## src/rtl/fix_tv_extractor_if.sv

```systemverilog
`default_nettype none
// ============================================================================
//  Module      : fix_tv_extractor_if
//  Description : Byte-stream input and record-output bundle for
//                fix_tv_extractor.
//                master : stream producer / record consumer side.
//                slave  : extractor side.
//                Input stream : in_data, in_valid, in_ready.
//                Output record: out_valid, out_ready, tag_o, value_o, len_o,
//                               start_of_header_o, end_of_body_o, err_o,
//                               cks_err_o, level_o.
//  Revision    : 1.0  initial release
// ============================================================================
interface fix_tv_extractor_if #(
    parameter int TAG_W     = 32,
    parameter int VAL_BYTES = 32,
    parameter int DEPTH     = 4
);
    localparam int LEN_W = $clog2(VAL_BYTES + 1);
    localparam int LVL_W = $clog2(DEPTH + 1);

    logic [7:0]             in_data;
    logic                   in_valid;
    logic                   in_ready;
    logic                   out_valid;
    logic                   out_ready;
    logic [TAG_W-1:0]       tag_o;
    logic [8*VAL_BYTES-1:0] value_o;
    logic [LEN_W-1:0]       len_o;
    logic                   start_of_header_o;
    logic                   end_of_body_o;
    logic                   err_o;
    logic                   cks_err_o;
    logic [LVL_W-1:0]       level_o;

    modport master (
        output in_data, in_valid, out_ready,
        input  in_ready, out_valid, tag_o, value_o, len_o,
               start_of_header_o, end_of_body_o, err_o, cks_err_o, level_o
    );

    modport slave (
        input  in_data, in_valid, out_ready,
        output in_ready, out_valid, tag_o, value_o, len_o,
               start_of_header_o, end_of_body_o, err_o, cks_err_o, level_o
    );
endinterface
`default_nettype wire

```

## src/rtl/fix_tv_extractor.sv

```systemverilog
`default_nettype none
// ============================================================================
//  Module      : fix_tv_extractor
//  Description : Parses a raw FIX byte stream into tag/value records
//                (binary tag, right-aligned value, length, flags) and queues
//                them in an output FIFO.
//  Ports       : clk  - clock, rising edge
//                rst  - asynchronous reset, active low
//                bus  - fix_tv_extractor_if.slave (byte stream in, records out)
//  Options     : FIX_CHECKSUM_EN - enables the FIX checksum check on the
//                tag-10 record (cks_err_o); otherwise cks_err_o is 0.
//  Revision    : 1.0  initial release
// ============================================================================
module fix_tv_extractor #(
    parameter int TAG_W          = 32,
    parameter int MAX_TAG_DIGITS = 6,
    parameter int VAL_BYTES      = 32,
    parameter int DEPTH          = 4
) (
    input  wire logic         clk,
    input  wire logic         rst,
    fix_tv_extractor_if.slave bus
);
    localparam int LEN_W  = $clog2(VAL_BYTES + 1);
    localparam int LVL_W  = $clog2(DEPTH + 1);
    localparam int PTR_W  = $clog2(DEPTH);
    localparam int VAL_W  = 8 * VAL_BYTES;
    localparam int NDIG_W = $clog2(MAX_TAG_DIGITS + 1);
    localparam logic [7:0] C_SOH = 8'h01;
    localparam logic [7:0] C_EQ  = 8'h3D;

    typedef enum logic [1:0] {S_IDLE, S_TAG, S_VALUE, S_DISCARD} state_t;

    typedef struct packed {
        logic             cks;
        logic             err;
        logic             eob;
        logic             soh;
        logic [LEN_W-1:0] len;
        logic [VAL_W-1:0] value;
        logic [TAG_W-1:0] tag;
    } rec_t;

    // Parser state
    state_t            r_state, w_state_nxt;
    logic [TAG_W-1:0]  r_tag, w_tag_nxt;
    logic [NDIG_W-1:0] r_ndig, w_ndig_nxt;
    logic [VAL_W-1:0]  r_value, w_value_nxt;
    logic [LEN_W-1:0]  r_len, w_len_nxt;
    logic              r_err, w_err_nxt;
    logic              w_push, w_rec_err, w_rec_cks;
    rec_t              w_rec;

    // FIFO state
    rec_t              r_mem [DEPTH];
    logic [PTR_W-1:0]  r_wr_ptr, r_rd_ptr;
    logic [LVL_W-1:0]  r_count, w_count_nxt;
    logic              r_in_ready;
    logic              w_out_valid, w_pop;
    rec_t              w_head;

    logic w_accept, w_is_digit, w_is_soh, w_is_eq;

    assign w_accept   = bus.in_valid && r_in_ready;
    assign w_is_digit = (bus.in_data >= 8'h30) && (bus.in_data <= 8'h39);
    assign w_is_soh   = (bus.in_data == C_SOH);
    assign w_is_eq    = (bus.in_data == C_EQ);

    always_ff @(posedge clk or negedge rst) begin
        if (!rst) begin
            r_state <= S_IDLE;
            r_tag   <= '0;
            r_ndig  <= '0;
            r_value <= '0;
            r_len   <= '0;
            r_err   <= 1'b0;
        end else begin
            r_state <= w_state_nxt;
            r_tag   <= w_tag_nxt;
            r_ndig  <= w_ndig_nxt;
            r_value <= w_value_nxt;
            r_len   <= w_len_nxt;
            r_err   <= w_err_nxt;
        end
    end

    always_comb begin
        w_state_nxt = r_state;
        w_tag_nxt   = r_tag;
        w_ndig_nxt  = r_ndig;
        w_value_nxt = r_value;
        w_len_nxt   = r_len;
        w_err_nxt   = r_err;
        w_push      = 1'b0;
        w_rec_err   = r_err;
        if (w_accept) begin
            case (r_state)
                S_IDLE: begin
                    if (w_is_digit) begin
                        w_tag_nxt   = TAG_W'(bus.in_data[3:0]);
                        w_ndig_nxt  = NDIG_W'(1);
                        w_state_nxt = S_TAG;
                    end else if (!w_is_soh) begin
                        w_err_nxt   = 1'b1;
                        w_state_nxt = S_DISCARD;
                    end
                end
                S_TAG: begin
                    if (w_is_digit) begin
                        if (r_ndig == NDIG_W'(MAX_TAG_DIGITS)) begin
                            w_err_nxt   = 1'b1;
                            w_state_nxt = S_DISCARD;
                        end else begin
                            w_tag_nxt  = r_tag * TAG_W'(10) + TAG_W'(bus.in_data[3:0]);
                            w_ndig_nxt = r_ndig + NDIG_W'(1);
                        end
                    end else if (w_is_eq) begin
                        w_value_nxt = '0;
                        w_len_nxt   = '0;
                        w_state_nxt = S_VALUE;
                    end else if (w_is_soh) begin
                        // Tag cut short by SOH: emit it flagged rather than drop it.
                        w_rec_err   = 1'b1;
                        w_push      = 1'b1;
                        w_state_nxt = S_IDLE;
                    end else begin
                        w_err_nxt   = 1'b1;
                        w_state_nxt = S_DISCARD;
                    end
                end
                S_VALUE: begin
                    if (w_is_soh) begin
                        w_push      = 1'b1;
                        w_state_nxt = S_IDLE;
                    end else if (r_len < LEN_W'(VAL_BYTES)) begin
                        w_value_nxt = {r_value[VAL_W-9:0], bus.in_data};
                        w_len_nxt   = r_len + LEN_W'(1);
                    end else begin
                        w_err_nxt = 1'b1;
                    end
                end
                default: begin
                    if (w_is_soh) begin
                        w_rec_err   = 1'b1;
                        w_push      = 1'b1;
                        w_state_nxt = S_IDLE;
                    end
                end
            endcase
            // Every record starts from a clean accumulator set.
            if (w_push) begin
                w_tag_nxt   = '0;
                w_ndig_nxt  = '0;
                w_value_nxt = '0;
                w_len_nxt   = '0;
                w_err_nxt   = 1'b0;
            end
        end
    end

`ifdef FIX_CHECKSUM_EN
    // r_sum      : running sum, restarted by the tag-8 pair.
    // r_pair_sum : sum of the current pair's bytes so far (needed because the
    //              pair is only known to be tag 8 once '=' arrives).
    // r_ref_sum  : r_sum as it stood before the current pair began.
    logic [7:0] r_sum, r_pair_sum, r_ref_sum;
    logic [7:0] w_d2, w_d1, w_d0;
    logic [9:0] w_cks_val;
    logic       w_cks_fmt_ok;

    function automatic logic f_is_digit(input logic [7:0] b);
        return (b >= 8'h30) && (b <= 8'h39);
    endfunction

    always_ff @(posedge clk or negedge rst) begin
        if (!rst) begin
            r_sum      <= '0;
            r_pair_sum <= '0;
            r_ref_sum  <= '0;
        end else if (w_accept) begin
            if (r_state == S_TAG && w_is_eq && r_tag == TAG_W'(8))
                r_sum <= r_pair_sum + bus.in_data;
            else
                r_sum <= r_sum + bus.in_data;
            if (r_state == S_IDLE && !w_is_soh) begin
                r_ref_sum  <= r_sum;
                r_pair_sum <= bus.in_data;
            end else begin
                r_pair_sum <= r_pair_sum + bus.in_data;
            end
        end
    end

    assign w_d2         = r_value[23:16];
    assign w_d1         = r_value[15:8];
    assign w_d0         = r_value[7:0];
    assign w_cks_fmt_ok = (r_len == LEN_W'(3)) && f_is_digit(w_d2)
                          && f_is_digit(w_d1) && f_is_digit(w_d0);
    assign w_cks_val    = 10'(w_d2[3:0]) * 10'd100 + 10'(w_d1[3:0]) * 10'd10
                          + 10'(w_d0[3:0]);
    assign w_rec_cks    = (r_tag == TAG_W'(10))
                          && (!w_cks_fmt_ok || (w_cks_val != {2'b00, r_ref_sum}));
`else
    assign w_rec_cks = 1'b0;
`endif

    assign w_rec = '{cks:   w_rec_cks,
                     err:   w_rec_err,
                     eob:   (r_tag == TAG_W'(10)) && !w_rec_err,
                     soh:   (r_tag == TAG_W'(8)) && !w_rec_err,
                     len:   r_len,
                     value: r_value,
                     tag:   r_tag};

    // Output FIFO: no fall-through, head visible the cycle after the write.
    assign w_out_valid = (r_count != '0);
    assign w_pop       = w_out_valid && bus.out_ready;
    assign w_count_nxt = r_count + LVL_W'(w_push) - LVL_W'(w_pop);

    always_ff @(posedge clk) begin
        if (w_push)
            r_mem[r_wr_ptr] <= w_rec;
    end

    always_ff @(posedge clk or negedge rst) begin
        if (!rst) begin
            r_wr_ptr   <= '0;
            r_rd_ptr   <= '0;
            r_count    <= '0;
            r_in_ready <= 1'b1;
        end else begin
            if (w_push) r_wr_ptr <= r_wr_ptr + PTR_W'(1);
            if (w_pop)  r_rd_ptr <= r_rd_ptr + PTR_W'(1);
            r_count    <= w_count_nxt;
            // Registered from occupancy only, so a full FIFO never accepts a byte.
            r_in_ready <= (w_count_nxt != LVL_W'(DEPTH));
        end
    end

    // Gating with out_valid keeps every head field at 0 while empty/in reset.
    assign w_head = w_out_valid ? r_mem[r_rd_ptr] : '0;

    assign bus.in_ready          = r_in_ready;
    assign bus.out_valid         = w_out_valid;
    assign bus.tag_o             = w_head.tag;
    assign bus.value_o           = w_head.value;
    assign bus.len_o             = w_head.len;
    assign bus.start_of_header_o = w_head.soh;
    assign bus.end_of_body_o     = w_head.eob;
    assign bus.err_o             = w_head.err;
    assign bus.cks_err_o         = w_head.cks;
    assign bus.level_o           = r_count;
endmodule
`default_nettype wire

```

## src/flat_wrapper.sv

```systemverilog
// flat-port wrapper written by rule: the top's interface ports become plain ports
module fix_tv_extractor_flat 
#(
    parameter int TAG_W          = 32,
    parameter int MAX_TAG_DIGITS = 6,
    parameter int VAL_BYTES      = 32,
    parameter int DEPTH          = 4
)
  (clk, rst, bus_in_data, bus_in_valid, bus_out_ready, bus_in_ready, bus_out_valid, bus_tag_o, bus_value_o, bus_len_o, bus_start_of_header_o, bus_end_of_body_o, bus_err_o, bus_cks_err_o, bus_level_o);
  fix_tv_extractor_if #(.TAG_W(TAG_W), .VAL_BYTES(VAL_BYTES), .DEPTH(DEPTH)) bus_i ();
  input  wire logic clk;
  input  wire logic rst;
  input wire logic [$bits(bus_i.in_data)-1:0] bus_in_data;
  input wire logic [$bits(bus_i.in_valid)-1:0] bus_in_valid;
  input wire logic [$bits(bus_i.out_ready)-1:0] bus_out_ready;
  output wire logic [$bits(bus_i.in_ready)-1:0] bus_in_ready;
  output wire logic [$bits(bus_i.out_valid)-1:0] bus_out_valid;
  output wire logic [$bits(bus_i.tag_o)-1:0] bus_tag_o;
  output wire logic [$bits(bus_i.value_o)-1:0] bus_value_o;
  output wire logic [$bits(bus_i.len_o)-1:0] bus_len_o;
  output wire logic [$bits(bus_i.start_of_header_o)-1:0] bus_start_of_header_o;
  output wire logic [$bits(bus_i.end_of_body_o)-1:0] bus_end_of_body_o;
  output wire logic [$bits(bus_i.err_o)-1:0] bus_err_o;
  output wire logic [$bits(bus_i.cks_err_o)-1:0] bus_cks_err_o;
  output wire logic [$bits(bus_i.level_o)-1:0] bus_level_o;
  assign bus_i.in_data = bus_in_data;
  assign bus_i.in_valid = bus_in_valid;
  assign bus_i.out_ready = bus_out_ready;
  assign bus_in_ready = bus_i.in_ready;
  assign bus_out_valid = bus_i.out_valid;
  assign bus_tag_o = bus_i.tag_o;
  assign bus_value_o = bus_i.value_o;
  assign bus_len_o = bus_i.len_o;
  assign bus_start_of_header_o = bus_i.start_of_header_o;
  assign bus_end_of_body_o = bus_i.end_of_body_o;
  assign bus_err_o = bus_i.err_o;
  assign bus_cks_err_o = bus_i.cks_err_o;
  assign bus_level_o = bus_i.level_o;
  fix_tv_extractor #(.TAG_W(TAG_W), .MAX_TAG_DIGITS(MAX_TAG_DIGITS), .VAL_BYTES(VAL_BYTES), .DEPTH(DEPTH)) u_core (.clk(clk), .rst(rst), .bus(bus_i));
endmodule
```

## config.mk

```make
export PLATFORM = sky130hd
export DESIGN_NAME = fix_tv_extractor_flat
export DESIGN_NICKNAME = d
export VERILOG_FILES = /design/src/rtl/fix_tv_extractor_if.sv /design/src/rtl/fix_tv_extractor.sv /design/src/flat_wrapper.sv
export SDC_FILE = /design/constraint.sdc
export NUM_CORES = 1
export LEC_CHECK = 0
export BUFFER_PORTS_ARGS = -buffer_cell sky130_fd_sc_hd__buf_2
export CORE_MARGIN = 4
export CORE_UTILIZATION = 66
export DETAILED_ROUTE_END_ITERATION = 12
export PLACE_DENSITY = 0.94
export SETUP_SLACK_MARGIN = 0.4
export SLEW_MARGIN = 10
export SYNTH_ARGS = -nofsm -noshare
export SYNTH_HDL_FRONTEND = slang
export SYNTH_SLANG_ARGS = --single-unit
export TNS_END_PERCENT = 1
```

## constraint.sdc

```tcl
create_clock -name clk -period 20.6 [get_ports clk]
set_input_delay 4.12 -clock clk [delete_from_list [all_inputs] [get_ports clk]]
set_output_delay 4.12 -clock clk [all_outputs]
set_load 0.02 [all_outputs]
```

### Word level (Yosys, flattened, before mapping)

Memories as Yosys holds them, arrays and structs flattened.
Index checks and enable logic that the tools add are counted.

| word-level totals | value |
|---|---|
| register bits after elaboration | 308 |
| bits in writable memories | 1188 |
| input port bits | 12 |
| output and inout port bits | 303 |
| memories | 1 |

Memory list:

| memory | words | bits a word | rd ports | clocked after memory_dff | wr ports | line | RTL |
|---|---|---|---|---|---|---|---|
| u_core.r_mem | 4 | 297 | 1 | 0 | 1 | fix_tv_extractor.sv:55 | `rec_t r_mem [DEPTH];` |

| cells by class | value |
|---|---|
| add/subtract/negate cells | 7 |
| multipliers | 1 |
| $lt $le $gt $ge | 3 |
| equality and inequality tests | 21 |
| muxes and demuxes | 53 |
| reduce and logical (&&, ||, !) cells | 17 |

Operators by type and width:

| kind | count |
|---|---|
| $mux 256 | 5 |
| $pmux 256 s2 | 1 |
| $mux 298 | 1 |
| $mux 32 | 4 |
| $eq 32x4->1 const B | 2 |
| $pmux 32 s2 | 1 |
| $add 32x4->32 | 1 |
| $mul 32x3->31 const B | 1 |
| $mux 6 | 5 |
| $ne 3x3->1 const B | 7 |
| $mux 1 | 19 |
| $mux 2 | 7 |
| $mux 3 | 4 |
| $ne 3x1->1 const B | 4 |
| $pmux 6 s2 | 1 |
| $reduce_bool 3->1 | 4 |
| $eq 8x1->1 const B | 1 |
| $eq 8x6->1 const B | 1 |
| $ge 8x6->1 const B | 1 |
| $le 8x6->1 const B | 1 |
| $reduce_and 7->1 | 1 |
| $add 6x1->6 const B | 1 |
| $lt 6x6->1 const B | 1 |
| $pmux 3 s2 | 1 |
| 21 further kinds | 27 |

### Logic depth before layout (Yosys ltp)

| logic depth | value |
|---|---|
| depth after elaboration | 10 |
| depth in mapped cells | 13 |
| depth with buffers taken out | 12 |

### Worst setup path after synthesis

No wires, ideal clock.

| timing | value |
|---|---|
| path type | input-to-reg |
| start point | input port bus_in_data[3] |
| end point | memory u_core.r_mem[0][0] in the netlist's numbering, enable pin |
| arrival time | 11.926 ns |
| data required time | 19.904 ns |
| path slack | 7.978 ns |
| stages | 5 |
| path through | nor4b_1 -> and3_1 -> nand2b_1 -> nor2_1 -> and2_1 |

| on the way | value |
|---|---|
| longest elaborated chain between the ends | 9 |

Ends and longest elaborated chain:

| what | line | RTL |
|---|---|---|
| from (decl) | flat_wrapper.sv:13 | `input wire logic [$bits(bus_i.in_data)-1:0] bus_in_data;` |
| branches (longest 4 deep; another with $ge 8x6->1) | - |  |
| $pmux 1 s2 (*) | fix_tv_extractor.sv:97 | `case (r_state)` |
| $mux 1 (*) (2 in series) | fix_tv_extractor.sv:96 | `if (w_accept) begin` |
| $mux 1 (*) | fix_tv_extractor.sv:221 | `if (w_push)` |
| $mux 1 (implied by the code) (*) | fix_tv_extractor.sv:222 | `r_mem[r_wr_ptr] <= w_rec;` |
| to (decl) | fix_tv_extractor.sv:55 |  |

Every way passes the cells marked *. The select of a mux whose other input is x is not followed.

### Final worst setup path

| timing | value |
|---|---|
| start point | register u_core.r_rd_ptr[1] |
| end point | output port bus_value_o[66] |

| on the way | value |
|---|---|
| longest elaborated chain between the ends | 2 |

Ends and longest elaborated chain:

| what | line | RTL |
|---|---|---|
| from (decl) | fix_tv_extractor.sv:56 | `logic [PTR_W-1:0] r_wr_ptr, r_rd_ptr;` |
| from (signal assigned) | fix_tv_extractor.sv:233 | `if (w_pop) r_rd_ptr <= r_rd_ptr + PTR_W'(1);` |
| $mem_v2 4x297 | - |  |
| $mux 298 | fix_tv_extractor.sv:241 | `assign w_head = w_out_valid ? r_mem[r_rd_ptr] : '0;` |
| to (decl) | flat_wrapper.sv:19 | `output wire logic [$bits(bus_i.value_o)-1:0] bus_value_o;` |

Every way passes these cells.

==> run metrics <==
Skew-Pair Late Insertion Delay 0.74 ns; drt total wl 153000 µm; Syn Area/Cell 16.5 µm²; synthesized cell area 59900 µm²; fmax 0.104 GHz; Vias 35300; min cycle time layout 9.64 ns; Syn Inst Count 3633; CTS Buffer Depth 3; synthesis-stage register bit count 1496; GRT Util Overall 0.328; drt pass-1 iters 8; unrepaired setup endpoints after global routing false; Setup WS pre-CTS 11.46 ns; total power draw 0.00796 W; ANT nets after route 0; worst slew pin tran 1.26 ns; core area 90000 µm²; WP data arrival 5.52 ns; cell taking the most area after synthesis edfxtp_1; port bufs 313; CTS tree built; Post-CTS Hold Buffers 0; outcome finished clean; Post-synth EDFFs 1188; H-tree depth 4; clk sink count 1496; Yosys cell types 78; Hold Fails Final Rpt 0; Setup TNS Final 0 ns; nets 4004; Leak Pwr 28.3 nW; period utilization 0.468; Final GP Congestion 0.875; worst r2r src u_core.r_state[1]$_DFFE_PN0P_; crit end category output pin; Synth area leaders edfxtp_1 (60%), dfrtp_1 (13%), mux4_2 (11%), nand2_1 (3.7%), and2_1 (3.2%); Hold Crit Class reg2reg; FF-to-FF End u_core.r_mem[1][184]$_DFFE_PP_; area delta synth->final 12.3%; Resized cells post-CTS 0; Yosys Warn Count 0; number of I/O pins 315; drt drc 0; Layout Skew 0.0356 ns; Net Count, Synth 3720; Slew Viols, Final 0; Die Ht 309 µm; Worst Setup SP u_core.r_rd_ptr[1]$_DFFE_PN0P_; grt total ovfl 0; dominant synthesized flop cell edfxtp_1; CP startpoint kind flip-flop; Min Hold Slack 0.525 ns; CP endpoint bus_value_o[66]; post-synth top area share 0.595; Setup Buffers After CTS 0; CP Class reg2out; Async SR Flop Fraction 0.206; Max FO, Critical Path 80; sequential fraction of the synthesis area 0.724; r2r setup slk 14.94 ns; R2R depth 9; initial antenna violation count 13; die area 95700 µm²; first-pass GRT wire length 231000 µm; Placed Cells 4953; Final HPWL DP 84700 µm; WL/cell 29.5 µm; Row Count 110; share of layout cells above drive strength 1 0.221; Layout fillers 4733; Pwr per Cell Area 118 nW/µm²; initial core utilization 0.666; Worst VDD drop 92.0 µV; Finished Layout Cells 5207; number of global-route vias before repair 35500; vias per std cell 6.77; Crit path required time 16.48 ns; Final WS setup 10.96 ns; Max-cap violations 0; Worst-path clk slew 0.06 ns; largest net degree at the start of global routing 201; Setup Viol. Count Final 0; die outline width 309 µm; Initial DRC Count 5201; clk root buf clkbuf_16; CTS buffer count 138; Rel. slew slack 0.158
-- synthesized netlist by cell type, types with 7 or more instances --
cell,count
edfxtp_1,1188
nand2_1,593
and2_1,308
dfrtp_1,307
mux4_2,297
nand3_1,281
clkbuf_1,138
ha_1,72
nor2_1,48
o21ai_0,45
buf_1,39
a21oi_1,33
buf_2,27
xnor2_1,25
xor2_1,25
inv_1,20
o31ai_1,14
nand4_1,13
nor3_1,11
a21o_1,10
nor4_1,10
o211ai_1,10
and3_1,7
-- registers in the layout, indices dropped and copies added, names as in the netlist --
name                 flops
u_core.r_mem          1188
u_core.bus.in_ready      1
u_core.r_tag            32
u_core.r_ndig            3
u_core.bus.level_o       3
u_core.r_err             1
u_core.r_value         256
u_core.r_state           2
u_core.r_rd_ptr          2
u_core.r_wr_ptr          2
u_core.r_len             6
-- worst min-delay path by stage --
stage	start	endpoint	slack, ns	depth (start not counted)
finish	u_core.r_value[250]$_DFFE_PN0P_	u_core.r_mem[2][282]$_DFFE_PP_	0.53	0
global route	u_core.r_ndig[2]$_DFFE_PN0P_	u_core.r_ndig[2]$_DFFE_PN0P_	0.56	1
CTS	u_core.r_value[250]$_DFFE_PN0P_	u_core.r_mem[2][282]$_DFFE_PP_	0.53	0
detailed placement	u_core.r_value[250]$_DFFE_PN0P_	u_core.r_mem[0][282]$_DFFE_PP_	0.52	0
global placement	u_core.r_ndig[2]$_DFFE_PN0P_	u_core.r_ndig[2]$_DFFE_PN0P_	0.47	1
floorplan	u_core.r_ndig[2]$_DFFE_PN0P_	u_core.r_ndig[2]$_DFFE_PN0P_	0.45	1
-- routing by layer --
metal  global-route usage  up-vias  wire length (µm)
met5                    0        -                41
met4                0.156        6              8450
met3               0.0610      496             14800
met2                0.530     2657             76100
met1                0.442    17800             54000
li1                     -    14300                 -
-- kinds of logic (layout without fill, tap and decap cells) --
family	after synthesis	count (layout)	synth area share
mux	299	299	0.112
buf+inv	226	623	0.0148
fa+ha+maj	75	75	0.0160
flops	1496	1496	0.724
compound gates	165	165	0.0188
other cells	1	2	0.0000626
simple gates	1320	1320	0.107
xor+xnor	51	51	0.00758
-- layout make-up --
class	count	area [µm²]	share of cell area
Sequential cell	1496	43400	0.645
Timing Repair Buffer	350	1920	0.0285
Clock buffer	205	4120	0.0612
Tap cell	1176	1470	0.0219
Antenna cell	1	2.50	0.0000372
Inverter	20	75.1	0.00112
Clock inverter	48	634	0.00943
Multi-Input combinational cell	1911	15700	0.233
-- where the power goes --
group          total, W  leakage, nW  internal [W]  switching [W]
Combinational   0.00188         8.59      0.000655        0.00122
Clock           0.00267         2.31       0.00155        0.00111
Sequential      0.00342         17.4       0.00330       0.000121
Total           0.00796         28.3       0.00551        0.00246
-- critical path: stages (launching register included) --
cell and delay [ns]:
dfrtp_4 1.01, buf_4 0.71, buf_4 0.89, buf_4 1.04, mux4_2 0.39, and2_1 0.33
buf_2 0.24
-- stage by stage --
step,area [µm²],utilization
2_1_floorplan,59900,-
3_3_place_gp,62500,0.695
3_5_place_dp,62500,0.695
4_1_cts,67300,0.747
5_1_grt,67300,0.747
6_report,67300,0.747
-- cell usage in the layout, fill, tap and decap left out, types with 33 or more instances in the layout --
cell,instances
nand3_1,281
clkbuf_16,147
edfxtp_1,1188
a21oi_1,33
clkbuf_1,36
dfrtp_1,305
o21ai_0,45
nand2_1,593
nor2_1,47
buf_2,312
mux4_2,297
and2_1,303
ha_1,72
No activity file was read; power rests on OpenSTA's default activity.
